--- src/rtl/generic_fifo_write_packer.sv ---
// generic_fifo_write_packer
//
// Packs GENERIC_PACKER_RATIO narrow upstream beats (lane 0 first) into one
// FIFO-width word and writes it into a generic FIFO, throttled by the FIFO's
// almost_full. An end-of-packet beat flushes a partially filled word; lanes
// that never received a beat are zero and their write_mask bit is clear.
//
// Ports
//   clk               single clock, all state on posedge
//   reset_poweron     synchronous active-high reset (priority over clear)
//   clear             synchronous flush, same effect as reset
//   in_valid/in_ready upstream handshake, beat taken when both high
//   in_data           beat payload
//   in_eop            last beat of packet, closes the current word
//   write             FIFO write strobe (combinational from registered state)
//   write_data        packed word, lane k at [k*IN_WIDTH +: IN_WIDTH]
//   write_mask        bit k set when lane k holds a beat
//   write_eop         word closes a packet
//   fifo_almost_full  FIFO almost_full; no write issued while high
//   word_count        words written since reset/clear, wraps

// One assembly lane: holds the beat parked in this lane and presents the
// lane contents merged with the incoming beat, so a completing beat can be
// folded into the outgoing word in the same cycle it is accepted.
module generic_fifo_write_packer_lane #(
  parameter int IN_WIDTH = 8
) (
  input  logic                clk,
  input  logic                flush_i,       // reset or clear
  input  logic                sel_i,         // lane pointer points here
  input  logic                store_i,       // park a non-completing beat
  input  logic                drop_i,        // word completed, empty the lane
  input  logic [IN_WIDTH-1:0] data_i,
  output logic [IN_WIDTH-1:0] merged_data_o,
  output logic                merged_vld_o
);
  logic [IN_WIDTH-1:0] data_q;
  logic                vld_q;

  always_ff @(posedge clk) begin
    if (flush_i || drop_i) begin
      data_q <= '0;
      vld_q  <= 1'b0;
    end else if (store_i) begin
      data_q <= data_i;
      vld_q  <= 1'b1;
    end
  end

  // Lanes above the pointer were emptied on the last completion, so they
  // merge as zero with a clear mask bit.
  assign merged_data_o = sel_i ? data_i : data_q;
  assign merged_vld_o  = sel_i | vld_q;
endmodule

module generic_fifo_write_packer #(
  parameter int GENERIC_PACKER_IN_WIDTH    = 8,
  parameter int GENERIC_PACKER_RATIO       = 4,
  parameter int GENERIC_PACKER_COUNT_WIDTH = 16
) (
  input  logic                                                     clk,
  input  logic                                                     reset_poweron,
  input  logic                                                     clear,
  input  logic                                                     in_valid,
  output logic                                                     in_ready,
  input  logic [GENERIC_PACKER_IN_WIDTH-1:0]                       in_data,
  input  logic                                                     in_eop,
  output logic                                                     write,
  output logic [GENERIC_PACKER_IN_WIDTH*GENERIC_PACKER_RATIO-1:0]  write_data,
  output logic [GENERIC_PACKER_RATIO-1:0]                          write_mask,
  output logic                                                     write_eop,
  input  logic                                                     fifo_almost_full,
  output logic [GENERIC_PACKER_COUNT_WIDTH-1:0]                    word_count
);
  localparam int IW                        = GENERIC_PACKER_IN_WIDTH;
  localparam int NUM_LANES                 = GENERIC_PACKER_RATIO;
  localparam int CW                        = GENERIC_PACKER_COUNT_WIDTH;
  localparam int GENERIC_PACKER_OUT_WIDTH  = IW * NUM_LANES;
  localparam int GENERIC_PACKER_LANE_WIDTH = $clog2(NUM_LANES);
  localparam int LW                        = GENERIC_PACKER_LANE_WIDTH;

  // Assembly stage
  logic [LW-1:0]                       lane_q, lane_d;
  logic [NUM_LANES-1:0]                lane_sel;
  logic [NUM_LANES-1:0][IW-1:0]        merged_data;
  logic [NUM_LANES-1:0]                merged_vld;

  // Output stage
  logic                                out_valid_q, out_valid_d;
  logic [GENERIC_PACKER_OUT_WIDTH-1:0] write_data_q, write_data_d;
  logic [NUM_LANES-1:0]                write_mask_q, write_mask_d;
  logic                                write_eop_q, write_eop_d;
  logic [CW-1:0]                       word_count_q, word_count_d;

  logic flush, accept, last_lane, complete;

  assign flush     = reset_poweron | clear;

  // write never looks at in_*, so the FIFO sees no combinational path from
  // upstream; in_ready only frees up when the output word is leaving.
  assign write     = out_valid_q & ~fifo_almost_full;
  assign in_ready  = ~out_valid_q | write;
  assign accept    = in_valid & in_ready;
  assign last_lane = (lane_q == LW'(NUM_LANES - 1));
  assign complete  = accept & (last_lane | in_eop);

  for (genvar k = 0; k < NUM_LANES; k++) begin : g_lane
    assign lane_sel[k] = (lane_q == LW'(k));

    generic_fifo_write_packer_lane #(
      .IN_WIDTH (IW)
    ) u_lane (
      .clk           (clk),
      .flush_i       (flush),
      .sel_i         (lane_sel[k]),
      .store_i       (accept & ~complete & lane_sel[k]),
      .drop_i        (complete),
      .data_i        (in_data),
      .merged_data_o (merged_data[k]),
      .merged_vld_o  (merged_vld[k])
    );
  end

  always_comb begin
    lane_d       = lane_q;
    out_valid_d  = out_valid_q;
    write_data_d = write_data_q;
    write_mask_d = write_mask_q;
    write_eop_d  = write_eop_q;
    word_count_d = word_count_q;

    if (write) begin
      out_valid_d  = 1'b0;
      word_count_d = word_count_q + CW'(1);
    end

    // A completing beat may reload the output register in the same cycle
    // the old word drains, keeping 1 word per RATIO cycles with no bubble.
    if (complete) begin
      lane_d       = '0;
      out_valid_d  = 1'b1;
      write_data_d = merged_data;
      write_mask_d = merged_vld;
      write_eop_d  = in_eop;
    end else if (accept) begin
      lane_d = lane_q + LW'(1);
    end
  end

  always_ff @(posedge clk) begin
    if (flush) begin
      lane_q       <= '0;
      out_valid_q  <= 1'b0;
      write_data_q <= '0;
      write_mask_q <= '0;
      write_eop_q  <= 1'b0;
      word_count_q <= '0;
    end else begin
      lane_q       <= lane_d;
      out_valid_q  <= out_valid_d;
      write_data_q <= write_data_d;
      write_mask_q <= write_mask_d;
      write_eop_q  <= write_eop_d;
      word_count_q <= word_count_d;
    end
  end

  assign write_data = write_data_q;
  assign write_mask = write_mask_q;
  assign write_eop  = write_eop_q;
  assign word_count = word_count_q;
endmodule
--- config.mk ---
export PLATFORM = sky130hd
export DESIGN_NAME = generic_fifo_write_packer
export DESIGN_NICKNAME = d
export VERILOG_FILES = /design/src/rtl/generic_fifo_write_packer.sv
export SDC_FILE = /design/constraint.sdc
export NUM_CORES = 1
export LEC_CHECK = 0
export CORE_MARGIN = 2
export CORE_UTILIZATION = 55
export CTS_CLUSTER_DIAMETER = 150
export DETAILED_ROUTE_END_ITERATION = 10
export GPL_TIMING_DRIVEN = 1
export PLACE_DENSITY = 0.84
export SYNTH_ARGS = -nofsm -noshare
export SYNTH_HDL_FRONTEND = slang
export SYNTH_SLANG_ARGS = --single-unit
--- constraint.sdc ---
create_clock -name clk -period 2.8 [get_ports clk]
set_input_delay 0.56 -clock clk [delete_from_list [all_inputs] [get_ports clk]]
set_output_delay 0.56 -clock clk [all_outputs]
set_load 0.01 [all_outputs]
==> impl_metrics.tcl, run 1 <==
set metrics [dict create \
    status "completed" \
    cp-start-kind "primary input" \
    dp_hpwl_mm 5.49 \
    grt.overflow.total 0 \
    grt_setup_unrepaired "no" \
    netlist.area_leader.share_pct 50.5 \
    cts_made_buffers 9 \
    max_freq_mhz 418 \
    vias_per_cell 5.45 \
    ys_warn_count 0 \
    worst_clock_skew_ns 0.00410 \
    multi_input_area_um2 1680 \
    io_buffers 68 \
    clockRootBuffer "clkbuf_8" \
    drt_iter0_markers 144 \
    hold_buffers 0 \
    crit_path_max_fanout 5 \
    core_um2 6390 \
    cts_max_level 3 \
    path_class "in -> out" \
    ctsResizeCount 0 \
    drc 0 \
    drt-pass1-iter-count 4 \
    wire_per_inst_um 15.3 \
    clk_latency_ns 0.35 \
    synth.cell_area_um2 3640 \
    fp.dieH_um 85.4 \
    drt_wl_total_mm 8.01 \
    grt_pass1_wl_mm 13.3 \
    met2_length_mm 3.93 \
    grt_usage_pct 22.9 \
    die_area_um2 7290 \
    yosysTopAreaCell "dfxtp_1" \
    vias 2862 \
    drive_above_1_share_pct 6.92 \
    finalSetupViolations 0 \
    syn_inst 378 \
    cap_violations 0 \
    leakage_nw 1.81 \
    route.met3.wl_um 288 \
    setup_slack_ns 0.409 \
    clkTransAtPathRegs_ns 0.08 \
    top_layer "met4" \
    antenna_left 0 \
    critical_path_arrival_ns 1.83 \
    ys_seq_area_share_pct 50.5 \
    syn_avg_cell_area_um2 9.64 \
    grt_pass1_vias 2844 \
    hold_class "reg -> reg" \
    cts_tree "built" \
    clk_path_buf_depth 2 \
    antenna_found_initial 0 \
    wl_met1_mm 3.64 \
    powerDensity_nw_per_um2 528 \
    cts_sinks 92 \
    fp-row-count 29 \
    tightest_slew_ns 0.614 \
    ys_top_cells_by_area "dfxtp_1 51%, mux2i_1 16%, nor2_1 7.8%, a211oi_1 6.6%, clkbuf_1 1.8%" \
    grt_max_degree 65 \
    regArea_um2 1840 \
    n_antenna_cell 0 \
    die_w_um 85.4 \
    hold_viol 0 \
    place_ws_ns 0.304 \
    max_slew_margin_pct 59.1 \
    num-nets-final 462 \
    drv_slew 0 \
    start_util_pct 57.1 \
    peakVddDrop_mv 0.333 \
    fin_crit_sh_pct 85.4 \
    syn-num-nets 397 \
    required_ns 2.24 \
    post_cts_buffers 0 \
    ys_seq_elements 92 \
    synthToLayoutAreaGrowth_pct 27.3 \
    finalWeightedCongestion 0.796 \
    num-fill-cells 470 \
    setup_tns_ns 0 \
    critPathCaptureType "output port" \
    ys_types 28 \
    period_needed_ns 2.39 \
    ioPinCount 69 \
]
==> synthesized netlist by cell type <==
library cell,n
and2_1,1
or3_1,6
mux2i_1,57
inv_1,7
nand3b_4,1
dfxtp_1,92
ha_1,5
nand4_1,5
nand3_1,5
a21boi_2,1
or4_1,1
a22oi_1,1
nor2b_1,2
buf_2,8
buf_1,1
and4_1,2
clkbuf_1,17
nor3_1,10
xor2_1,5
xnor2_1,5
a211oi_1,32
nor2_1,76
o21ai_0,7
and4b_1,1
and3_1,9
a21oi_1,11
or2_2,1
nand2_1,9
==> layout by cell type, fill, tap and decap left out, types with 2 or more instances in the layout <==
cell type        netlist  layout
xor2_1                 5       5
clkinv_2               0       2
nand3_1                5       5
nor2_1                76      76
nor3_1                10      10
o21ai_0                7       7
ha_1                   5       5
dfxtp_1               92      92
inv_1                  7       7
a21oi_1               11      11
a211oi_1              32      32
nand2_1                9       9
clkbuf_8               0      11
mux2i_1               57      57
and4_1                 2       2
buf_4                  0      10
or3_1                  6       6
clkdlybuf4s50_1        0      68
nand4_1                5       5
xnor2_1                5       5
buf_12                 0       2
and3_1                 9       9
==> final timing paths <==
check | end | cells past startpoint | start | slack [ns]
worst max-delay path | write | 3 | fifo_almost_full | 0.41
worst min-delay path | g_lane[2].u_lane.vld_q | 2 | g_lane[2].u_lane.vld_q | 0.46
worst max register to register | word_count[11] | 4 | out_valid_q | 1.03
worst min register to register | g_lane[2].u_lane.vld_q | 2 | g_lane[2].u_lane.vld_q | 0.46
==> final cells by class <==
class	count	area share (%)
inverter	7	0.566
timing repair buffer	80	17.2
clock buffer	12	3.34
tap	77	2.08
sequential	92	39.7
multi-input combinational	253	36.1
clock inverter	4	1.02
==> cell families after synthesis <==
family / after synthesis / synth area share (%)
AND/OR/NAND/NOR: 129 / 16.4
flip-flops: 92 / 50.5
multiplexers: 57 / 15.7
AO/OA/AOI/OAI: 52 / 9.58
buffers and inverters: 33 / 3.67
XOR/XNOR: 10 / 2.40
adder cells (fa/ha/maj): 5 / 1.72
==> metrics by stage <==
step | total power, W | cells | area, um^2 | hold slack [ns] | util (%)
2_1_floorplan | 0.00148 | 378 | 3640 | 0.426 | -
3_3_place_gp | 0.00158 | 509 | 4440 | 0.435 | 69.5
3_5_place_dp | 0.00158 | 509 | 4440 | 0.440 | 69.5
4_1_cts | 0.00246 | 525 | 4640 | 0.460 | 72.6
5_1_grt | 0.00254 | 525 | 4640 | 0.496 | 72.6
6_report | 0.00245 | 525 | 4640 | 0.458 | 72.6
==> state kept, by name, summed over array words and instances, names as in the netlist <==
| register | cells |
|---|---|
| g_lane.u_lane.data_q | 32 |
| g_lane.u_lane.vld_q | 4 |
| lane_q | 2 |
| out_valid_q | 1 |
| word_count | 16 |
| write_data | 32 |
| write_eop | 1 |
| write_mask | 4 |
==> metal layers <==
metal / up-vias / track usage, %
met4: 0 / 9.96
met1: 1336 / 30.4
met3: 14 / 3.60
met2: 68 / 37.1
li1: 1444 / -
met5: - / 0
==> where the power goes <==
part           leakage, nW  switching (W)  internal [W]  total [W]
Combinational        0.963       0.000116     0.0000964   0.000213
Sequential           0.744      0.0000121       0.00133    0.00134
Clock                0.102       0.000439      0.000459   0.000898
Total                 1.81       0.000567       0.00188    0.00245
==> critical path, cell delays in order <==
cell and delay (ns):
clkdlybuf4s50_1 0.49, nor2b_1 0.21, clkdlybuf4s50_1 0.57
(Power assumes the default switching activity.)
==> run 2, diff against run 1 <==
- GPL_TIMING_DRIVEN: 1 -> 0
- SETUP_SLACK_MARGIN: unset -> 0.5
==> run 2 against run 1 <==
Effect of this change:
- clock-buffer cell count decreased by 3
- highest routed layer unchanged
- flip-flop and latch count unchanged
- largest cell class unchanged
- core utilization unchanged
- largest power group unchanged
==> impl_metrics.tcl, run 2 (same netlist as run 1, synthesis figures left out) <==
set metrics [dict create \
    drt_wl_total_mm 8.42 \
    dp_hpwl_mm 5.93 \
    seq_power_share_pct 54.5 \
    critPathCaptureType "output port" \
    max_freq_mhz 442 \
    p_switching_w 0.000623 \
    grt_setup_unrepaired "no" \
    worstReg2RegEnd "g_lane[1].u_lane.data_q[4]" \
    finalCoreUtilization_pct 72.6 \
    num-nets-final 476 \
    cts_max_level 3 \
    grt_max_degree 17 \
    status "completed" \
    finalSetupViolations 0 \
    reg2reg_depth 7 \
    max_slew_margin_pct 47.9 \
    clockRootBuffer "clkbuf_8" \
    drive_above_1_share_pct 6.71 \
    place_ws_ns 0.143 \
    grt.overflow.total 0 \
    leakage_nw 1.80 \
    clkTransAtPathRegs_ns 0.09 \
    grt_pass1_wl_mm 13.6 \
    clockPowerShare_pct 36.8 \
    cap_violations 0 \
    fp.dieH_um 85.4 \
    drt_iter0_markers 137 \
    path_class "reg -> out" \
    cp-start-kind "flip-flop" \
    vias 3006 \
    hold_viol 0 \
    die_w_um 85.4 \
    combPwrFrac_pct 8.7 \
    clk_path_buf_depth 2 \
    drt-pass1-iter-count 4 \
    drv_slew 0 \
    swShare_pct 25.3 \
    vias_per_cell 5.58 \
    worst_clock_skew_ns 0.00791 \
    layout_common_cells "92 x dfxtp_1, 76 x nor2_1, 67 x clkdlybuf4s50_1" \
    antenna_found_initial 0 \
    fin_crit_sh_pct 80.7 \
    fp-row-count 29 \
    wire_per_inst_um 15.6 \
    setup_slack_ns 0.540 \
    tightest_slew_ns 0.781 \
    grt_usage_pct 23.7 \
    setup_tns_ns 0 \
    p_int_w 0.00184 \
    numPlacedInstances 523 \
    r2r_start "lane_q[1]" \
    period_needed_ns 2.26 \
    finalWeightedCongestion 0.784 \
    post_cts_buffers 0 \
    ioPinCount 69 \
    final_common_cell "dfxtp_1" \
    startpoint "out_valid_q" \
    grt_pass1_vias 2889 \
    die_area_um2 7290 \
    peakVddDrop_mv 0.483 \
    drc 0 \
    core_um2 6390 \
    num-fill-cells 487 \
    ff2ff_setup_slack_ns 0.70 \
    endpoint "write" \
    required_ns 2.24 \
    fin_cells 539 \
    clk_latency_ns 0.36 \
    critical_path_arrival_ns 1.70 \
    hold_class "reg -> reg" \
    start_util_pct 57.1 \
    antenna_left 0 \
    synthToLayoutAreaGrowth_pct 27.3 \
    powerDensity_nw_per_um2 530 \
    crit_path_max_fanout 5 \
    n_antenna_cell 0 \
    worst_hold_slack_ns 0.458 \
    io_buffers 68 \
    cts_made_buffers 9 \
    cts_sinks 92 \
    cts_tree "built" \
]
## run 2: layout make-up
| type | count | area (um^2) | share of cell area, % |
|---|---|---|---|
| well taps | 77 | 96.3 | 2.08 |
| plain buffers | 26 | 111 | 2.40 |
| repair buffers | 68 | 679 | 14.6 |
| flip-flops and latches | 92 | 1840 | 39.7 |
| inverters | 7 | 26.3 | 0.566 |
| multi-input cells | 253 | 1680 | 36.3 |
| clock inverters | 7 | 76.3 | 1.65 |
| clock buffers | 9 | 124 | 2.67 |
## run 2: power by group through the flow
stage | Sequential, W | Combinational, W | Clock, W
after floorplan | 0.00138 | 0.000104 | 0
after global placement | 0.00137 | 0.000205 | 0
after detailed placement | 0.00137 | 0.000209 | 0
after CTS | 0.00134 | 0.000210 | 0.000907
after global routing | 0.00134 | 0.000231 | 0.000958
final | 0.00134 | 0.000213 | 0.000906
## run 2: through the flow
step / total power, W / instance area, um^2
detailed placement: 0.00158 / 4420
floorplan: 0.00148 / 3640
global route: 0.00253 / 4640
CTS: 0.00246 / 4630
finish: 0.00246 / 4640
global placement: 0.00158 / 4420
## run 2: critical path: stages, from the launching register on
cell             delay (ns)
dfxtp_1                0.51
nor2b_4                0.27
clkdlybuf4s50_1        0.57
## run 2: how the worst min path moves through the flow
stage	from	to	slack, ns	cells past startpoint
final	g_lane[1].u_lane.vld_q	g_lane[1].u_lane.vld_q	0.46	2
after CTS	g_lane[0].u_lane.vld_q	g_lane[0].u_lane.vld_q	0.45	2
after floorplan	g_lane[0].u_lane.vld_q	g_lane[0].u_lane.vld_q	0.43	2
after global routing	g_lane[1].u_lane.vld_q	g_lane[1].u_lane.vld_q	0.48	2
after detailed placement	g_lane[0].u_lane.vld_q	g_lane[0].u_lane.vld_q	0.44	2
after global placement	g_lane[2].u_lane.vld_q	g_lane[2].u_lane.vld_q	0.44	2
## run 2: metal layers
layer / global-route usage [%] / up-vias / part of all wire, %
li1: - / 1478 / -
met5: 0 / - / 0
met4: 8.08 / 0 / 1.8
met2: 39.7 / 63 / 48
met3: 4.57 / 13 / 3.2
met1: 30.7 / 1452 / 47
## run 2: timing repair
item / 4_1_cts / 5_1_grt
pin swaps: 0 / 0
hold buffers: 0 / 0
setup endpoints to repair: 1 / 40
resized for setup: 3 / 8
==> run 3, diff against run 2 <==
- CORE_UTILIZATION: 55 -> 46
- PLACE_DENSITY: 0.84 -> 0.75
- clock period: 2.8 -> 1.9 ns (I/O delays scaled with it)
==> run 3 against run 2 <==
Effect of this change:
- routed wire length rose by 67%
- setup slack lost 0.38 ns
- worst hold slack gained 0.044 ns
- final area rose by 29%
- global-route usage increased by 4.3 points
- power rose by 56%
- clock power is 40% higher
- critical path type is now reg -> reg
- via count increased by 21%
- critical path depth rose by 3
- combinational power grew to 2.8 times the previous value
- first-iteration DRC count is 82% higher
- critical endpoint is now word_count[9]
- core utilization increased by 5.0 points
==> impl_metrics.tcl, run 3 (same netlist as run 1, synthesis figures left out) <==
set metrics [dict create \
    status "completed" \
    hold_class "reg -> reg" \
    grt_max_degree 16 \
    dp_hpwl_mm 5.92 \
    die_w_um 93.0 \
    grt_pass1_vias 3309 \
    fp.dieH_um 93.0 \
    fin_crit_sh_pct 91.4 \
    required_ns 2.20 \
    critical_path_arrival_ns 2.04 \
    start_util_pct 47.4 \
    drt-pass1-iter-count 7 \
    leakage_nw 2.39 \
    synthToLayoutAreaGrowth_pct 63.9 \
    regArea_um2 1880 \
    drc 0 \
    die_area_um2 8650 \
    cts_tree "built" \
    grt_setup_unrepaired "yes" \
    wire_per_inst_um 23.0 \
    setup_slack_ns 0.163 \
    clockRootBuffer "clkbuf_8" \
    antenna_left 0 \
    drt_iter0_markers 249 \
    grt_usage_pct 28.0 \
    fp-row-count 32 \
    ioPinCount 69 \
    period_needed_ns 1.74 \
    clkTransAtPathRegs_ns 0.09 \
    path_class "reg -> reg" \
    grt_pass1_wl_mm 18.4 \
    multi_input_area_um2 2160 \
    tightest_slew_ns 0.459 \
    clk_latency_ns 0.38 \
    drive_above_1_share_pct 41.6 \
    peakVddDrop_mv 0.571 \
    drv_slew 0 \
    crit_path_max_fanout 8 \
    max_freq_mhz 576 \
    vias_per_cell 5.93 \
    place_ws_ns -0.533 \
    num-fill-cells 448 \
    clk_path_buf_depth 2 \
    final_common_cell "dfxtp_1" \
    critPathCaptureType "flip-flop" \
    vias 3633 \
    powerDensity_nw_per_um2 644 \
    cts_made_buffers 9 \
    fin_cells 613 \
    worst_hold_slack_ns 0.502 \
    num-nets-final 524 \
    finalSetupViolations 0 \
    worst_clock_skew_ns 0.0105 \
    antenna_found_initial 0 \
    hold_viol 0 \
    core_um2 7690 \
    grt.overflow.total 0 \
    cts_max_level 3 \
    layout_common_cells "74 x dfxtp_1, 59 x nor2_1, 54 x mux2i_1" \
    drt_wl_total_mm 14.1 \
    max_slew_margin_pct 69.3 \
    finalWeightedCongestion 0.773 \
    cap_violations 0 \
    numPlacedInstances 548 \
    cp-start-kind "flip-flop" \
    cts_sinks 92 \
    io_buffers 68 \
]
-- run 3: path summary, 6_finish.rpt --
| check | startpoint | end | slack, ns | cells after the start |
|---|---|---|---|---|
| setup / recovery | out_valid_q | word_count[9] | 0.16 | 5 |
| hold / removal | g_lane[3].u_lane.data_q[0] | g_lane[3].u_lane.data_q[0] | 0.50 | 1 |
| setup reg to reg | out_valid_q | word_count[9] | 0.16 | 5 |
| hold reg to reg | g_lane[3].u_lane.data_q[0] | g_lane[3].u_lane.data_q[0] | 0.50 | 1 |
-- run 3: repair_timing --
item                       CTS  global route
resized for setup          227           123
setup endpoints to repair  147           131
hold buffers                 0             0
hold endpoints to repair     0             0
setup buffers               24            13
pin swaps                   21            34
cloned                      11             0
-- run 3: where the power goes --
part | switching (W) | total (W) | internal, W
Clock | 0.000760 | 0.00127 | 0.000507
Combinational | 0.000310 | 0.000602 | 0.000292
Sequential | 0.0000244 | 0.00197 | 0.00195
Total | 0.00109 | 0.00384 | 0.00275
-- run 3: critical path, stage by stage (launching register included) --
cell      delay, ns
dfxtp_4        0.40
nand3b_4       0.11
or4_4          0.53
buf_6          0.15
or3_1          0.33
a21oi_2        0.14
-- run 3: through the flow --
stage	TNS [ns]	cell area, um^2	util, %	total power [W]
after floorplan	0	3690	-	0.00219
after global placement	-28.58	4500	58.6	0.00233
after detailed placement	-29.67	4500	58.6	0.00234
after CTS	0	5600	72.8	0.00368
after global routing	0	5970	77.7	0.00393
final	0	5970	77.7	0.00384
-- run 3: cell type report --
class / count / share of cell area [%]
tap: 102 / 2.14
buffer: 26 / 5.87
antenna: 1 / 0.0419
timing repair buffer: 116 / 20.8
sequential: 92 / 31.5
inverter: 7 / 0.440
clock inverter: 6 / 0.670
multi-input combinational: 253 / 36.2
clock buffer: 10 / 2.30
-- run 3: layer usage --
layer  share of wire, %  global-route usage [%]  vias up
li1                   -                       -     1568
met4                4.8                    9.68        0
met5                  0                       0        -
met1                 40                    37.2     1792
met3                6.3                    4.51       58
met2                 49                    46.4      215
